[config.mk]
export PLATFORM = sky130hd
export DESIGN_NAME = cop_ise_mskp_flat
export DESIGN_NICKNAME = d
export VERILOG_FILES = /design/src/rtl/cop_ise_mskp_if.sv /design/src/rtl/cop_ise_mskp.sv /design/src/flat_wrapper.sv
export SDC_FILE = /design/constraint.sdc
export NUM_CORES = 2
export LEC_CHECK = 0
export ABC_AREA = 1
export BUFFER_PORTS_ARGS = -buffer_cell sky130_fd_sc_hd__clkbuf_2
export CORE_ASPECT_RATIO = 2
export CORE_MARGIN = 2
export CORE_UTILIZATION = 41
export DETAILED_ROUTE_END_ITERATION = 16
export HOLD_SLACK_MARGIN = 0.12
export PLACE_DENSITY = 0.58
export REMOVE_ABC_BUFFERS = 1
export SETUP_SLACK_MARGIN = 0.1
export SYNTH_ARGS = -nofsm -noshare
export SYNTH_HDL_FRONTEND = slang
export SYNTH_SLANG_ARGS = --single-unit
[constraint.sdc]
create_clock -name cop_clk -period 15 [get_ports cop_clk]
set_input_delay 0 -clock cop_clk [delete_from_list [all_inputs] [get_ports cop_clk]]
set_output_delay 0 -clock cop_clk [all_outputs]
set_load 0.01 [all_outputs]
[src/rtl/cop_ise_mskp_if.sv]
// Coprocessor port bundle: core-side instruction/result handshake plus the
// external entropy req/ack channel.
interface cop_ise_mskp_if #(
  parameter int W = 32
);
  logic         cop_valid;
  logic [31:0]  cop_insn;
  logic [W-1:0] cop_rs1;
  logic [W-1:0] cop_rs2;
  logic         cop_ready;
  logic         cop_wr;
  logic         cop_wait;
  logic [W-1:0] cop_rd;
  logic         ent_req;
  logic         ent_ack;
  logic [W-1:0] ent_data;

  // master is the environment (core + entropy source), slave is the coprocessor
  modport master (
    output cop_valid, cop_insn, cop_rs1, cop_rs2, ent_ack, ent_data,
    input  cop_ready, cop_wr, cop_wait, cop_rd, ent_req
  );

  modport slave (
    input  cop_valid, cop_insn, cop_rs1, cop_rs2, ent_ack, ent_data,
    output cop_ready, cop_wr, cop_wait, cop_rd, ent_req
  );
endinterface

[src/rtl/cop_ise_mskp.sv]
// Masked ADD/SUB/MUL-low and RDRAND coprocessor. Each result is built from three
// randomly masked partials whose order and inter-phase delays are randomisable.
//
// state | meaning
// IDLE  | waiting for a matching instruction
// REQ   | entropy requested, waiting for ent_ack
// C0-C2 | accumulate masked partial for phase 0..2
// T0-T2 | random delay after phase 0..2
// DONE  | one-cycle result pulse
module cop_ise_mskp #(
  parameter logic [6:0] CUSOPCODE = 7'b0001011,
  parameter int         W         = 32,
  parameter int         TW        = 8
) (
  input  logic         cop_clk,
  input  logic         cop_rst_n,
  cop_ise_mskp_if.slave bus
);

  localparam logic [2:0] F_ADD = 3'b000;
  localparam logic [2:0] F_MUL = 3'b001;
  localparam logic [2:0] F_RND = 3'b010;
  localparam logic [2:0] F_SUB = 3'b011;

  typedef enum logic [3:0] {
    S_IDLE = 4'd0,
    S_REQ  = 4'd1,
    S_C0   = 4'd2,
    S_T0   = 4'd3,
    S_C1   = 4'd4,
    S_T1   = 4'd5,
    S_C2   = 4'd6,
    S_T2   = 4'd7,
    S_DONE = 4'd8
  } state_t;

  state_t          state, state_nx;
  logic [W-1:0]    op1, op1_nx, op2, op2_nx;
  logic [W-1:0]    r, r_nx, resreg, resreg_nx;
  logic [6:0]      funct, funct_nx;
  logic            shuf, shuf_nx;
  logic [TW-1:0]   timcnt, timcnt_nx;

  logic [1:0]      phase, rot, msel;
  logic [2:0]      msum;
  state_t          after, tstate;
  logic [W-1:0]    mask, part, acc;
  logic [7:0]      rbyte, msk8, dly8;
  logic [TW-1:0]   dly;
  logic            unused_insn;

  assign unused_insn = ^{bus.cop_insn[24:13], bus.cop_insn[11:7]};

  always_ff @(posedge cop_clk or negedge cop_rst_n) begin
    if (!cop_rst_n) begin
      state  <= S_IDLE;
      op1    <= '0;
      op2    <= '0;
      r      <= '0;
      resreg <= '0;
      funct  <= '0;
      shuf   <= 1'b0;
      timcnt <= '0;
    end else begin
      state  <= state_nx;
      op1    <= op1_nx;
      op2    <= op2_nx;
      r      <= r_nx;
      resreg <= resreg_nx;
      funct  <= funct_nx;
      shuf   <= shuf_nx;
      timcnt <= timcnt_nx;
    end
  end

  // Phase bookkeeping shared by the Ci and Ti states.
  always_comb begin
    phase  = 2'd0;
    after  = S_IDLE;
    tstate = S_IDLE;
    case (state)
      S_C0, S_T0: begin phase = 2'd0; after = S_C1;   tstate = S_T0; end
      S_C1, S_T1: begin phase = 2'd1; after = S_C2;   tstate = S_T1; end
      S_C2, S_T2: begin phase = 2'd2; after = S_DONE; tstate = S_T2; end
      default:    begin phase = 2'd0; after = S_IDLE; tstate = S_IDLE; end
    endcase
  end

  // Masked partial datapath; the three masks sum back to op2 so order is free.
  always_comb begin
    rot  = (shuf && (r[25:24] != 2'd3)) ? r[25:24] : 2'd0;
    msum = {1'b0, phase} + {1'b0, rot};
    msel = (msum >= 3'd3) ? 2'(msum - 3'd3) : msum[1:0];
    case (msel)
      2'd0:    mask = op2 ^ r;
      2'd1:    mask = op2 & r;
      default: mask = ~op2 & r;
    endcase
    case (funct[2:0])
      F_ADD:   part = op1 + mask;
      F_SUB:   part = op1 - mask;
      F_MUL:   part = op1 * mask;
      default: part = '0;
    endcase
    acc = (msel == 2'd2) ? (resreg - part) : (resreg + part);
    case (phase)
      2'd0:    rbyte = r[7:0];
      2'd1:    rbyte = r[15:8];
      default: rbyte = r[23:16];
    endcase
    msk8 = 8'hFF >> (3'd7 - funct[5:3]);
    dly8 = rbyte & msk8;
    dly  = dly8[TW-1:0];
  end

  always_comb begin
    state_nx  = state;
    op1_nx    = op1;
    op2_nx    = op2;
    r_nx      = r;
    resreg_nx = resreg;
    funct_nx  = funct;
    shuf_nx   = shuf;
    timcnt_nx = timcnt;
    case (state)
      S_IDLE: begin
        if (bus.cop_valid && (bus.cop_insn[6:0] == CUSOPCODE)) begin
          op1_nx    = bus.cop_rs1;
          op2_nx    = bus.cop_rs2;
          funct_nx  = bus.cop_insn[31:25];
          shuf_nx   = bus.cop_insn[12];
          resreg_nx = '0;
          case (bus.cop_insn[27:25])
            F_ADD, F_SUB, F_MUL, F_RND: state_nx = S_REQ;
            default:                    state_nx = S_DONE;
          endcase
        end
      end
      S_REQ: begin
        if (bus.ent_ack) begin
          r_nx = bus.ent_data;
          if (funct[2:0] == F_RND) begin
            resreg_nx = bus.ent_data;
            state_nx  = S_DONE;
          end else begin
            state_nx  = S_C0;
          end
        end
      end
      S_C0, S_C1, S_C2: begin
        resreg_nx = acc;
        // A zero delay skips the Ti state so extra latency equals the loaded value.
        if (funct[6] && (dly != '0)) begin
          timcnt_nx = dly;
          state_nx  = tstate;
        end else begin
          state_nx  = after;
        end
      end
      S_T0, S_T1, S_T2: begin
        timcnt_nx = (timcnt == '0) ? '0 : timcnt - TW'(1);
        if (timcnt <= TW'(1)) state_nx = after;
      end
      S_DONE: state_nx = S_IDLE;
      default: begin
        state_nx  = S_IDLE;
        op1_nx    = '0;
        op2_nx    = '0;
        r_nx      = '0;
        resreg_nx = '0;
        funct_nx  = '0;
        shuf_nx   = 1'b0;
        timcnt_nx = '0;
      end
    endcase
  end

  assign bus.ent_req   = (state == S_REQ);
  assign bus.cop_ready = (state == S_DONE);
  assign bus.cop_wr    = (state == S_DONE);
  assign bus.cop_wait  = (state != S_IDLE);
  assign bus.cop_rd    = (state == S_DONE) ? resreg : '0;

endmodule
[src/flat_wrapper.sv]
// flat-port wrapper written by rule: the top's interface ports become plain ports
module cop_ise_mskp_flat 
#(
  parameter logic [6:0] CUSOPCODE = 7'b0001011,
  parameter int         W         = 32,
  parameter int         TW        = 8
)
  (cop_clk, cop_rst_n, bus_cop_valid, bus_cop_insn, bus_cop_rs1, bus_cop_rs2, bus_ent_ack, bus_ent_data, bus_cop_ready, bus_cop_wr, bus_cop_wait, bus_cop_rd, bus_ent_req);
  cop_ise_mskp_if #(.W(W)) bus_i ();
  input  logic cop_clk;
  input  logic cop_rst_n;
  input wire logic [$bits(bus_i.cop_valid)-1:0] bus_cop_valid;
  input wire logic [$bits(bus_i.cop_insn)-1:0] bus_cop_insn;
  input wire logic [$bits(bus_i.cop_rs1)-1:0] bus_cop_rs1;
  input wire logic [$bits(bus_i.cop_rs2)-1:0] bus_cop_rs2;
  input wire logic [$bits(bus_i.ent_ack)-1:0] bus_ent_ack;
  input wire logic [$bits(bus_i.ent_data)-1:0] bus_ent_data;
  output wire logic [$bits(bus_i.cop_ready)-1:0] bus_cop_ready;
  output wire logic [$bits(bus_i.cop_wr)-1:0] bus_cop_wr;
  output wire logic [$bits(bus_i.cop_wait)-1:0] bus_cop_wait;
  output wire logic [$bits(bus_i.cop_rd)-1:0] bus_cop_rd;
  output wire logic [$bits(bus_i.ent_req)-1:0] bus_ent_req;
  assign bus_i.cop_valid = bus_cop_valid;
  assign bus_i.cop_insn = bus_cop_insn;
  assign bus_i.cop_rs1 = bus_cop_rs1;
  assign bus_i.cop_rs2 = bus_cop_rs2;
  assign bus_i.ent_ack = bus_ent_ack;
  assign bus_i.ent_data = bus_ent_data;
  assign bus_cop_ready = bus_i.cop_ready;
  assign bus_cop_wr = bus_i.cop_wr;
  assign bus_cop_wait = bus_i.cop_wait;
  assign bus_cop_rd = bus_i.cop_rd;
  assign bus_ent_req = bus_i.ent_req;
  cop_ise_mskp #(.CUSOPCODE(CUSOPCODE), .W(W), .TW(TW)) u_core (.cop_clk(cop_clk), .cop_rst_n(cop_rst_n), .bus(bus_i));
endmodule
# After elaboration in Yosys (flattened, before gate mapping)

Cells that the tools add are included.

$add $sub $neg: 8
$mul: 1
Order comparisons: 2
Eq/ne operators: 24
Shift-type cells: 1
Multiplexer cells: 34
Bitwise operators: 9
Reduce and logical (&&, ||, !) cells: 26

Operators with widths:

| kind               | number |
|---|---|
| $mux 32            | 8 |
| $pmux 32 s2        | 4 |
| $pmux 32 s4        | 1 |
| $pmux 32 s3        | 1 |
| $add 32x32->32     | 2 |
| $and 32x32->32     | 2 |
| $sub 32x32->32     | 2 |
| $mul 32x32->32     | 1 |
| $not 32->32        | 1 |
| $xor 32x32->32     | 1 |
| $mux 4             | 6 |
| $pmux 8 s3         | 1 |
| $eq 4x3->1 const B | 4 |
| $mux 8             | 2 |
| $pmux 4 s4         | 1 |
| $pmux 8 s2         | 1 |
| $reduce_or 8->1    | 2 |
| $pmux 7 s2         | 1 |
| $eq 3x2->1 const B | 4 |
| $pmux 4 s3         | 1 |
| $pmux 3 s3         | 1 |
| $reduce_or 3->1    | 3 |
| $and 8x8->8        | 1 |
| $eq 4x2->1 const B | 2 |
| 33 further kinds   | 52 |

Flip-flop bits (word level): 148
Bits of input ports: 132
Output and inout bits: 36
Logic and storage cells: 113

# Logic depth before layout (Yosys ltp)

Word-level depth: 13
Depth in mapped cells: 68
Depth with buffers taken out: 66

# Worst setup path before layout

Ideal clock, no wire load.

Path type: register -> register
From: register u_core.state[3]
To: register u_core.resreg[31]
Arrival: 11.468 ns
Data required time: 14.927 ns
Setup slack: 3.459 ns
Stages on the path, launching flop included: 62
Clock period less this slack: 11.541 ns
Cell sequence: dfrtp_1 > nor2_1 > clkinv_1 > nor2_1 > ha_1 > fa_1 > ha_1 > nor2_4 > nand3_1 > nand2_2 > nand2_8 > buf_6 > nand2_1 > nand2_2 > nand3_4 > clkbuf_1 > buf_1 > nor2_1 > [... 26 more ...] > nand2_1 > o21a_1 > o21a_1 > o21ai_1 > xnor2_1 > ha_1 > inv_1 > nor2_1 > o21a_1 > a2111oi_0 > inv_1 > a41oi_1 > nand3_1 > nand2_1 > inv_1 > nand3_1 > nand3_2 > a21oi_2

Word-level cells in the longest chain between the ends: 13
Elaborated cells on any way between the ends: 35
Classes of those cells: add/sub (6); mul (1); order compare (1); eq/ne (13); mux (6); bitwise (1); reduce/logical (7)

RTL lines:

| what                                                    | RTL line                                | RTL |
|---|---|---|
| start: declaration                                      | cop_ise_mskp.sv:37                      | `state_t state, state_nx;` |
| start signal: assignment                                | cop_ise_mskp.sv:65                      | `state <= state_nx;` |
| $eq 4x3->1                                              | cop_ise_mskp.sv:81, cop_ise_mskp.sv:125 |  |
| $reduce_or 2->1                                         | cop_ise_mskp.sv:81                      | `case (state)` |
| $pmux 2 s2                                              | cop_ise_mskp.sv:81                      |  |
| $add 2x2->3                                             | cop_ise_mskp.sv:92                      | `msum = {1'b0, phase} + {1'b0, rot};` |
| $ge 3x2->1 / $sub 2x2->2 (equally long branches)        | cop_ise_mskp.sv:93                      | `msel = (msum >= 3'd3) ? 2'(msum - 3'd3) : msum[1:0];` |
| $mux 2                                                  | cop_ise_mskp.sv:93                      |  |
| $eq 2x1->1 / $logic_not 2->1 (equally long branches)    | cop_ise_mskp.sv:94                      | `case (msel)` |
| $pmux 32 s2                                             | cop_ise_mskp.sv:94                      |  |
| $mul 32x32->32 (tied with other cells)                  | cop_ise_mskp.sv:102                     | `F_MUL: part = op1 * mask;` |
| $pmux 32 s3                                             | cop_ise_mskp.sv:99                      | `case (funct[2:0])` |
| $add 32x32->32 / $sub 32x32->32 (equally long branches) | cop_ise_mskp.sv:105                     | `acc = (msel == 2'd2) ? (resreg - part) : (resreg + part);` |
| $mux 32                                                 | cop_ise_mskp.sv:105                     |  |
| $pmux 32 s4                                             | cop_ise_mskp.sv:125                     | `case (state)` |
| end signal: assignment                                  | cop_ise_mskp.sv:69                      | `resreg <= resreg_nx;` |
| end: declaration                                        | cop_ise_mskp.sv:39                      | `logic [W-1:0] r, r_nx, resreg, resreg_nx;` |

Several ways; a longest one is shown, not always the timed one.
A chain may end at the register's enable or synchronous reset.

# Worst setup path after layout

Ends and elaborated chain as after synthesis.

==> results.py <==
metrics = {
    "yosys": {
        "ys_seq_area_share_pct": 13.03,
        "synth_cell_type_count": 62,
        "synth_warnings": 0,
        "synthTopCellsByArea": "fa_1 (29%), dfrtp_1 (13%), nand2_1 (10%)",
        "async_flop_share_pct": 100.0,
        "yosysTopAreaCell": "fa_1",
        "synth_ff_type": "dfrtp_1",
        "synth_area_sq_um": 28430,
        "ys_ff_latch": 148,
        "synth_top_area_share_pct": 28.94,
        "synthCells": 3887,
        "syn_avg_cell_area_sq_um": 7.314,
        "synth_edf_count": 0,
    },
    "layout": {
        "diodes": 0,
        "seq_area_sq_um": 3704,
        "drive_gt1_share_pct": 8.070,
        "areaGrowthSynthToFinish_pct": 11.85,
        "multi_input_area_sq_um": 21410,
        "fin_util_pct": 46.25,
        "nFillCells": 7122,
        "nNetsFinal": 4812,
    },
    "clock_tree": {
        "cts-hold-fix-buffers": 108,
        "cts.clk_slew.worst_paths_ns": 0.08,
        "post_cts_buffers": 0,
        "htreeDepth": 4,
        "clock_sinks": 148,
        "cts.path.max_buffers": 2,
        "clk_latency_ns": 0.50,
        "cts-root-buf": "clkbuf_16",
        "cts_made_buffers": 17,
        "cts_tree": "yes",
        "post_cts_resize_count": 0,
    },
    "grt": {
        "grt_pass1_wl_um": 167400,
        "grtUsageTotal_pct": 32.17,
        "antenna_found_initial": 0,
        "grt_pass1_vias": 27660,
        "grt_max_degree": 81,
        "grt_remaining_overflow": 0,
    },
    "sta": {
        "worst_pin_slew_ns": 1.021,
        "layout_min_cycle_time_ns": 13.43,
        "fin_crit_sh_pct": 89.51,
        "hold_viol_final": 0,
        "clock_skew_ns": 0.01727,
        "slew_headroom_pct": 31.49,
        "finalSetupViolations": 0,
        "max_freq_mhz": 74.48,
        "fin_setup_tns_ns": 0,
        "rsz0062_at_grt": "no",
        "drv_slew": 0,
    },
    "setup_path": {
        "critPathMaxStageDelay_ns": 0.69,
        "cp.arrival_ns": 13.84,
        "cp_max_fo": 60,
        "crit_top_cell": "fa_1",
        "worstSetupStartpointType": "register",
        "crit_path_top_delay_cell": "nand3_2",
        "end_kind": "register",
        "cp.required_ns": 15.42,
        "critical_path_class": "reg2reg",
    },
    "placed_design": {
        "io_buffers": 150,
        "post-dp-hpwl_um": 90640,
        "routabilityCongestion": 0.9734,
    },
    "floorplan": {
        "io_pins": 168,
        "rows": 136,
        "die_y_um": 376.4,
        "start_util_pct": 41.35,
        "dieArea_sq_um": 71590,
        "core-area_sq_um": 68750,
        "die_x_um": 190.2,
    },
    "status": {
        "outcome": "finished clean",
    },
    "route": {
        "wl_per_cell_um": 22.43,
        "drt-pass1-iter-count": 7,
        "drtIter0Drc": 1522,
        "drt_wl_total_um": 111800,
        "route.detailed.drc": 0,
        "via_per_inst": 5.364,
        "vias": 26740,
        "drtAntennaViolNets": 0,
    },
    "min_path": {
        "hold_class": "in2async",
    },
    "flow_run": {
        "drv_cap": 0,
    },
}
[worst max-delay path: cells and delay by family, from the launching register on]
| family | cells | cell delay [ns] |
|---|---|---|
| AND/OR/NAND/NOR | 26 | 4.61 |
| XOR/XNOR | 1 | 0.18 |
| AO/OA/AOI/OAI | 9 | 1.48 |
| flip-flops | 1 | 0.44 |
| buffers and inverters | 9 | 1.01 |
| adder cells (fa/ha/maj) | 13 | 5.51 |
[per-layer routing]
metal / part of all wire (%) / vias to the layer above / GRT usage [%]
met5: 0 / - / 0
met4: 10 / 0 / 27.48
met3: 4.7 / 349 / 3.315
met2: 52 / 922 / 58.28
met1: 33 / 13030 / 32.70
li1: - / 12440 / -
[per-stage QoR]
step	cell area, sq um	hold WS, ns	cells	setup WS, ns
floorplan	27840	-0.2956	3752	3.498
global placement	30090	0.1424	4846	1.794
detailed placement	30090	0.1451	4846	1.680
CTS	31800	0.1390	4986	1.583
global route	31800	0.2152	4986	0.6672
finish	31800	0.1381	4986	1.574
[flip-flops by register name, indices dropped and copies added (netlist names)]
name / cells
u_core.state: 4
u_core.shuf: 1
u_core.funct: 7
u_core.r: 32
u_core.op2: 32
u_core.op1: 32
u_core.timcnt: 8
u_core.resreg: 32
[cells in the mapped netlist (9+ instances only)]
library cell	n
nand2_2	9
o21ai_1	25
clkinv_1	21
or2_2	17
nand3_1	194
o22ai_1	11
nor2_2	10
nand3_2	26
a31oi_1	33
nand2_1	770
dfrtp_1	148
nand4_1	41
xnor2_1	22
a21oi_1	186
clkbuf_1	105
nor3_1	26
inv_2	10
nor2_1	526
inv_1	695
buf_1	15
fa_1	411
ha_1	193
o21a_1	10
o21ai_0	208
xor2_1	70
[final cells by class]
cell class / instances / area share, %
clock inverters: 15 / 0.6335
inverters: 728 / 8.617
clock buffers: 17 / 1.338
repair buffers: 305 / 6.890
well taps: 897 / 3.530
multi-input cells: 2876 / 67.34
flip-flops and latches: 148 / 11.65
[final timing paths]
| path | start | cells past startpoint | slack (ns) | to |
|---|---|---|---|---|
| min in group cop_clk | bus_cop_insn[6] | 6 | 0.17 | u_core.state[3]$_DFFE_PN0P_ |
| max reg2reg | u_core.state[3]$_DFFE_PN0P_ | 58 | 1.57 | u_core.resreg[31]$_DFFE_PN0P_ |
| min | cop_rst_n | 2 | 0.14 | u_core.resreg[3]$_DFFE_PN0P_ |
| min reg2reg | u_core.funct[3]$_DFFE_PN0P_ | 2 | 0.52 | u_core.funct[3]$_DFFE_PN0P_ |
| max in group asynchronous | cop_rst_n | 3 | 13.31 | u_core.r[23]$_DFFE_PN0P_ |
| max | u_core.state[3]$_DFFE_PN0P_ | 58 | 1.57 | u_core.resreg[31]$_DFFE_PN0P_ |
[cell families (layout without fill, tap and decap cells)]
group	count (synthesis)	in the layout	synth area share, %
buffers and inverters	863	1065	11.69
flip-flops	148	148	13.03
XOR/XNOR	93	93	2.913
adder cells (fa/ha/maj)	604	604	37.44
AND/OR/NAND/NOR	1655	1655	24.87
AO/OA/AOI/OAI	524	524	10.07
[layout by cell type (no fill, tap or decap), types with 22 or more instances in the layout]
cell,instances
nand4_1,41
dfrtp_1,148
a31oi_1,33
nand3_2,26
nor3_1,25
inv_1,694
nand3_1,194
nor2_1,526
dlygate4sd3_1,108
o21ai_1,25
o21ai_0,208
buf_4,47
a21oi_1,186
nand2_1,770
ha_1,193
xnor2_1,22
clkbuf_2,149
xor2_1,70
fa_1,411
Power is not shown: default switching activity piles up to over one toggle a cycle in this logic, so the estimate is an artifact.
